### src/rtl/nn_run_sequencer.sv
// Run sequencer: streams one feature sample into classifier X0, starts it, returns the result.
// Optional watchdog on the classifier wait is enabled by defining NN_SEQ_WATCHDOG_EN.
module nn_run_sequencer #(
  parameter int         DW        = 16,
  parameter int         N_FEAT    = 7,
  parameter logic [3:0] ANOM_MASK = 4'b1110,
  parameter int         TIMEOUT   = 4096
) (
  input  logic          clk,
  input  logic          rst,
  input  logic          en,
  input  logic          feat_valid,
  output logic          feat_ready,
  input  logic [DW-1:0] feat_data,
  output logic          nn_x0_wr_en,
  output logic [2:0]    nn_x0_wr_addr,
  output logic [DW-1:0] nn_x0_wr_data,
  output logic          nn_start,
  input  logic          nn_done,
  input  logic [1:0]    nn_class,
  input  logic [DW-1:0] nn_score,
  output logic          res_valid,
  input  logic          res_ready,
  output logic [1:0]    res_class,
  output logic [DW-1:0] res_score,
  output logic          res_anomaly,
  output logic          busy,
  output logic          timeout_err,
  input  logic          err_clr
);

  typedef enum logic [2:0] {
    IDLE, LOAD, START, WAIT, RESULT
  } state_t;

  state_t     state, state_nx;
  logic [2:0] beat;
  logic       accept;
  logic       last_beat;
  logic       expire;
  logic       res_take;

  assign feat_ready = (state == LOAD);
  assign busy       = (state != IDLE);
  assign accept     = feat_valid && feat_ready;
  assign last_beat  = (beat == 3'(N_FEAT - 1));
  assign res_take   = res_valid && res_ready;

`ifdef NN_SEQ_WATCHDOG_EN
  localparam int WW = (TIMEOUT > 2) ? $clog2(TIMEOUT) : 1;
  logic [WW-1:0] wdog;

  // done on the expiry cycle takes precedence over the timeout
  assign expire = (state == WAIT) && !nn_done &&
                  (wdog == WW'(TIMEOUT - 1));

  always_ff @(posedge clk or posedge rst) begin
    if (rst) begin
      wdog <= '0;
    end else if (state == WAIT && !nn_done && !expire) begin
      wdog <= wdog + 1'b1;
    end else begin
      wdog <= '0;
    end
  end

  always_ff @(posedge clk or posedge rst) begin
    if (rst) begin
      timeout_err <= 1'b0;
    end else if (expire) begin
      timeout_err <= 1'b1;
    end else if (err_clr) begin
      timeout_err <= 1'b0;
    end
  end
`else
  logic unused_err_clr;

  assign expire         = 1'b0;
  assign timeout_err    = 1'b0;
  assign unused_err_clr = err_clr;
`endif

  always_ff @(posedge clk or posedge rst) begin
    if (rst) begin
      state <= IDLE;
    end else begin
      state <= state_nx;
    end
  end

  always_comb begin
    state_nx = state;
    unique case (state)
      IDLE: begin
        if (en) state_nx = LOAD;
      end
      LOAD: begin
        // an accepted beat always wins; only an empty sample may be abandoned
        if (accept && last_beat) begin
          state_nx = START;
        end else if (!accept && beat == 3'd0 && !en) begin
          state_nx = IDLE;
        end
      end
      START: begin
        state_nx = WAIT;
      end
      WAIT: begin
        if (nn_done) begin
          state_nx = RESULT;
        end else if (expire) begin
          state_nx = en ? LOAD : IDLE;
        end
      end
      RESULT: begin
        if (res_take) state_nx = en ? LOAD : IDLE;
      end
      default: state_nx = IDLE;
    endcase
  end

  always_ff @(posedge clk or posedge rst) begin
    if (rst) begin
      beat <= 3'd0;
    end else if (accept) begin
      beat <= last_beat ? 3'd0 : beat + 3'd1;
    end
  end

  always_ff @(posedge clk or posedge rst) begin
    if (rst) begin
      nn_x0_wr_en   <= 1'b0;
      nn_x0_wr_addr <= 3'd0;
      nn_x0_wr_data <= '0;
      nn_start      <= 1'b0;
    end else begin
      nn_x0_wr_en <= accept;
      nn_start    <= (state == START);
      if (accept) begin
        nn_x0_wr_addr <= beat;
        nn_x0_wr_data <= feat_data;
      end
    end
  end

  always_ff @(posedge clk or posedge rst) begin
    if (rst) begin
      res_valid   <= 1'b0;
      res_class   <= 2'd0;
      res_score   <= '0;
      res_anomaly <= 1'b0;
    end else if (state == WAIT && nn_done) begin
      res_valid   <= 1'b1;
      res_class   <= nn_class;
      res_score   <= nn_score;
      res_anomaly <= ANOM_MASK[nn_class];
    end else if (res_take) begin
      res_valid   <= 1'b0;
    end
  end

endmodule

### config.mk
export PLATFORM = sky130hd
export DESIGN_NAME = nn_run_sequencer
export DESIGN_NICKNAME = d
export VERILOG_FILES = /design/src/rtl/nn_run_sequencer.sv
export SDC_FILE = /design/constraint.sdc
export NUM_CORES = 1
export LEC_CHECK = 0
export CORE_ASPECT_RATIO = 2
export CORE_MARGIN = 3
export CORE_UTILIZATION = 35
export DETAILED_ROUTE_END_ITERATION = 6
export PLACE_DENSITY_LB_ADDON = 0.1
export SLEW_MARGIN = 20
export SYNTH_ARGS = -nofsm -noshare
export SYNTH_HDL_FRONTEND = slang
export SYNTH_SLANG_ARGS = --single-unit
### constraint.sdc
create_clock -name clk -period 2.45 [get_ports clk]
set_input_delay 0.735 -clock clk [delete_from_list [all_inputs] [get_ports clk]]
set_output_delay 0.735 -clock clk [all_outputs]
set_load 0.01 [all_outputs]
* Yosys cells after proc, flatten, opt, wreduce, memory -nomap -nowiden
Index checks and enable logic that the tools add are counted.
** Operators by class
- Div/mod/pow operators :: 0
- Eq/ne operators :: 9
- Mux-type cells :: 12
- $mul :: 0
- Shift-type cells :: 0
- Reduce and logical (&&, ||, !) cells :: 13
- Bitwise logic cells :: 0
- Order comparisons :: 1
- $add $sub $neg :: 1
** Operators with widths (count)
- 3-bit two-way mux :: 6
- 3-bit one-hot mux with 5 select lines :: 1
- 3-bit by 2-bit == test with 1-bit output (second input constant) :: 2
- 3-bit == test (second input constant) :: 2
- 1-bit logical AND :: 6
- 3-bit zero test :: 2
- 2-bit != test (second input constant) :: 3
- 1-bit two-way mux :: 4
- 4-bit AND reduction :: 1
- 3-bit by 1-bit adder with 3-bit output (second input constant) :: 1
- 3-bit by 1-bit == test with 1-bit output (second input constant) :: 1
- 2-bit by 3-bit less-than comparator with 1-bit output (second input constant) :: 1
- 3-bit by 1-bit != test with 1-bit output (second input constant) :: 1
- 3-bit nonzero test :: 1
- 1-bit binary-select mux with 2-bit select :: 1
- 1-bit zero test :: 2
- 2-bit nonzero test :: 1
** Storage, ports and cells
- Output and inout port bits :: 44
- Bits in latches :: 0
- Memory bits (writable) :: 0
- Memories :: 0
- Bits in read-only memories :: 0
- Bits in registers :: 47
- Input port bits :: 41
- Word-level logic and storage cells :: 46

* Longest topological paths before layout
- Depth in word-level cells :: 8
- Gate-level depth with buffers :: 7
- Depth with buffers taken out :: 6

* Worst setup path before layout
No wires, ideal clock.
- Path type :: input to register
- Start :: in feat_valid
- End :: reg state[0]
- Data required time :: 2.325 ns
- Setup slack :: 0.614 ns
- Stages on the path :: 4
- Data arrival time :: 1.711 ns
- Setup time :: 0.125 ns
- Path buffers :: 0
- Cell sequence :: or4_4 a21oi_2 o211ai_2 mux2_4
** On the way
- Cells in the longest elaborated chain, start to end :: 6
- Elaborated cells on any way between the ends :: 9
- Those cells by class :: eq/ne: 1; mux: 2; reduce/logical: 6
** RTL lines
- from (decl) :: RTL line 12 : input logic feat_valid,
- 1-bit logical AND * :: RTL line 45 : assign accept = feat_valid && feat_ready;
- 1-bit zero test :: RTL line 102 : end else if (!accept && beat == 3'd0 && !en) begin
- 1-bit logical AND (2 in series) :: RTL line 102
- 3-bit by 1-bit != test with 1-bit output (no line)
- 4-bit AND reduction (no line)
- to (signal assigned) :: RTL line 88 : state <= state_nx;
- to (decl) :: RTL line 36 : state_t state, state_nx;
Every way passes the cells marked *; elsewhere a longest branch is shown, timed or not.
A chain may end at the register's enable or synchronous reset.

* Final worst setup path
- Start :: reg state[2]
- End :: out busy
** On the way
- Cells in the longest elaborated chain, start to end :: 1
** RTL lines
- 3-bit nonzero test :: RTL line 44 : assign busy = (state != IDLE);
- to (decl) :: RTL line 27 : output logic busy,
No other way between the ends.

==> impl_metrics.yaml <==
pwr:
  finalPower_mw: 3.40
  powerDensity_mw_per_mm2: 1170
  irDropWorstVdd_v: 0.000645
  p_leak_nw: 1.35
yosys:
  synthTopCellsByArea: "dfrtp_1 (62%), nand2_1 (12%), mux2_2 (11%)"
  yosysTopAreaCell: "dfrtp_1"
  postSynthCellCount: 170
  synth_top_cell_area_share: 0.620
  ys.flop_type: "dfrtp_1"
  syn_area_mm2: 0.00190
  synth_enable_flop_cells: 0
  synth_nets: 211
  ys_types: 28
  ys_seq_area_frac: 0.620
  syn_area_per_cell_um2: 11.2
  async_flop_share: 1.00
  ys_seq_elements: 47
  yosys_warnings: 0
timing:
  fin_crit_ps: 2370
  final-setup-viol-count: 0
  drv_slew: 0
  rsz0062_at_grt: "no"
  period_share: 0.965
  final-hold-violation-count: 0
  tns_ps: 0
  finClkSkew_ps: 3.09
  fmax_mhz: 423
cells_and_area:
  fin_util: 0.559
  nFillCells: 480
  mostFrequentLayoutCells: "clkdlybuf4s50_1 (82), nand2_1 (63), dfrtp_1 (46)"
  drive_gt1_frac: 0.159
  layout_commonest_cell: "clkdlybuf4s50_1"
  nets: 298
  num_antenna_cells: 0
  syn_to_final_growth_pct: 52.7
global_route:
  overflow: 0
  met2_usage: 0.249
  grt_pass1_vias: 1408
  grt_pass1_wl_um: 6850
  grt_use_total: 0.139
  busiest_layer: "met2"
  antenna_found_initial: 0
  use_met3: 0.0291
  gr-usage-met1: 0.160
  grt_max_degree: 48
placed_design:
  port_buffers: 82
  routabilityCongestion: 0.714
  dpl.hpwl_um: 3070
worst_setup_path:
  required_ps: 1710
  critPathKind: "flip-flop to primary output"
  crit_path_max_fanout: 8
  endpoint_kind: "primary output"
  startpoint_type: "flip-flop"
  worstPathArrival_ps: 1630
drt:
  wire_per_inst_um: 13.1
  drt-pass1-iter-count: 2
  drt_iter0_drc: 27
  ant_nets: 0
  via_per_inst: 4.64
  vias: 1465
  wl_um: 4140
  drc: 0
cts:
  numCtsBuffers: 5
  tritoncts: "built"
  cts.sink_count: 47
  insertion_delay_ps: 290
  clockBufferDepth: 2
  htreeDepth: 2
  ctsHoldBuffers: 0
  clk_pin_slew_ps: 80
  cts_root_buffer: "clkbuf_8"
flow_run:
  cap_violations: 0
floorplanning:
  initial_core_util: 0.366
  num_rows: 37
  core_mm2: 0.00518
  die-area_mm2: 0.00640
  die_h_um: 110
  io_pins: 85
  die_x_um: 58.1
outcome:
  status: "finished clean"
min_path:
  hp-class: "flip-flop to flip-flop"
## timing repair
| action | 4_1_cts | 5_1_grt |
|---|---|---|
| endpoints found under the hold margin | 0 | 0 |
| setup buffers | 0 | 0 |
| endpoints found under the setup margin | 0 | 1 |
| resized for setup | 0 | 1 |
## per-stage QoR
| stage | instances | worst slack [ps] | instance area [um^2] | hold slack (ps) |
|---|---|---|---|---|
| after floorplan | 170 | 599 | 1900 | 514 |
| after global placement | 308 | 138 | 2800 | 458 |
| after detailed placement | 308 | 126 | 2800 | 462 |
| after CTS | 316 | 58.6 | 2900 | 482 |
| after global routing | 316 | 22.9 | 2900 | 496 |
| final | 316 | 84.8 | 2900 | 474 |
## area by class of cell
type,count,area [um^2],area share
flip-flops and latches,47,1180,0.406
repair buffers,89,886,0.306
multi-input cells,110,647,0.223
inverters,4,15.0,0.00518
well taps,58,72.6,0.0250
clock buffers,8,100,0.0345
## power breakdown
part / leakage, nW / switching, mW / internal, mW / total (mW)
clock network: 0.0515 / 0.237 / 0.258 / 0.495
logic: 0.710 / 0.605 / 0.937 / 1.54
registers: 0.591 / 0.230 / 1.13 / 1.36
total: 1.35 / 1.07 / 2.32 / 3.40
## flip-flops by register name, summed over array words and instances, names as in the netlist
register,count
res_valid,1
nn_start,1
res_anomaly,1
beat,3
nn_x0_wr_data,16
nn_x0_wr_addr,3
state,3
res_score,16
nn_x0_wr_en,1
res_class,2
## metal layers
metal | part of all wire | routed length, um | vias up
met3 | 0.049 | 201 | 6
met4 | 0.014 | 58 | 0
met5 | 0 | 0 | -
li1 | - | - | 721
met1 | 0.39 | 1620 | 693
met2 | 0.55 | 2270 | 45
## cells in the mapped netlist (2+ instances only)
cell	instances
a211oi_1	2
a21oi_1	2
buf_2	4
clkbuf_1	2
dfrtp_1	47
inv_1	4
mux2_2	18
nand2_1	63
nand3_1	2
nor2_1	4
o21ai_0	5
## worst max-delay path, cell delays in order (launching register included)
cell             delay, ps
dfrtp_1                470
or3_1                  390
clkdlybuf4s50_1        480
## logic make-up after synthesis
kind of cell | count (synthesis) | share of synthesized area
compound gates | 13 | 0.0461
buf+inv | 13 | 0.0396
flops | 47 | 0.620
mux | 19 | 0.115
other cells | 1 | 0.00198
simple gates | 77 | 0.178
## final timing paths
| kind | endpoint | slack, ps | depth (start not counted) | startpoint |
|---|---|---|---|---|
| hold / removal | nn_x0_wr_data[4] | 470 | 2 | nn_x0_wr_data[4] |
| min in group asynchronous | nn_x0_wr_data[0] | 800 | 3 | rst |
| setup / recovery | busy | 80 | 2 | state[2] |
| hold reg to reg | nn_x0_wr_data[4] | 470 | 2 | nn_x0_wr_data[4] |
| setup reg to reg | state[0] | 780 | 4 | beat[2] |
| max in group asynchronous | state[0] | 1410 | 3 | rst |
No activity file was read; power rests on OpenSTA's default activity.
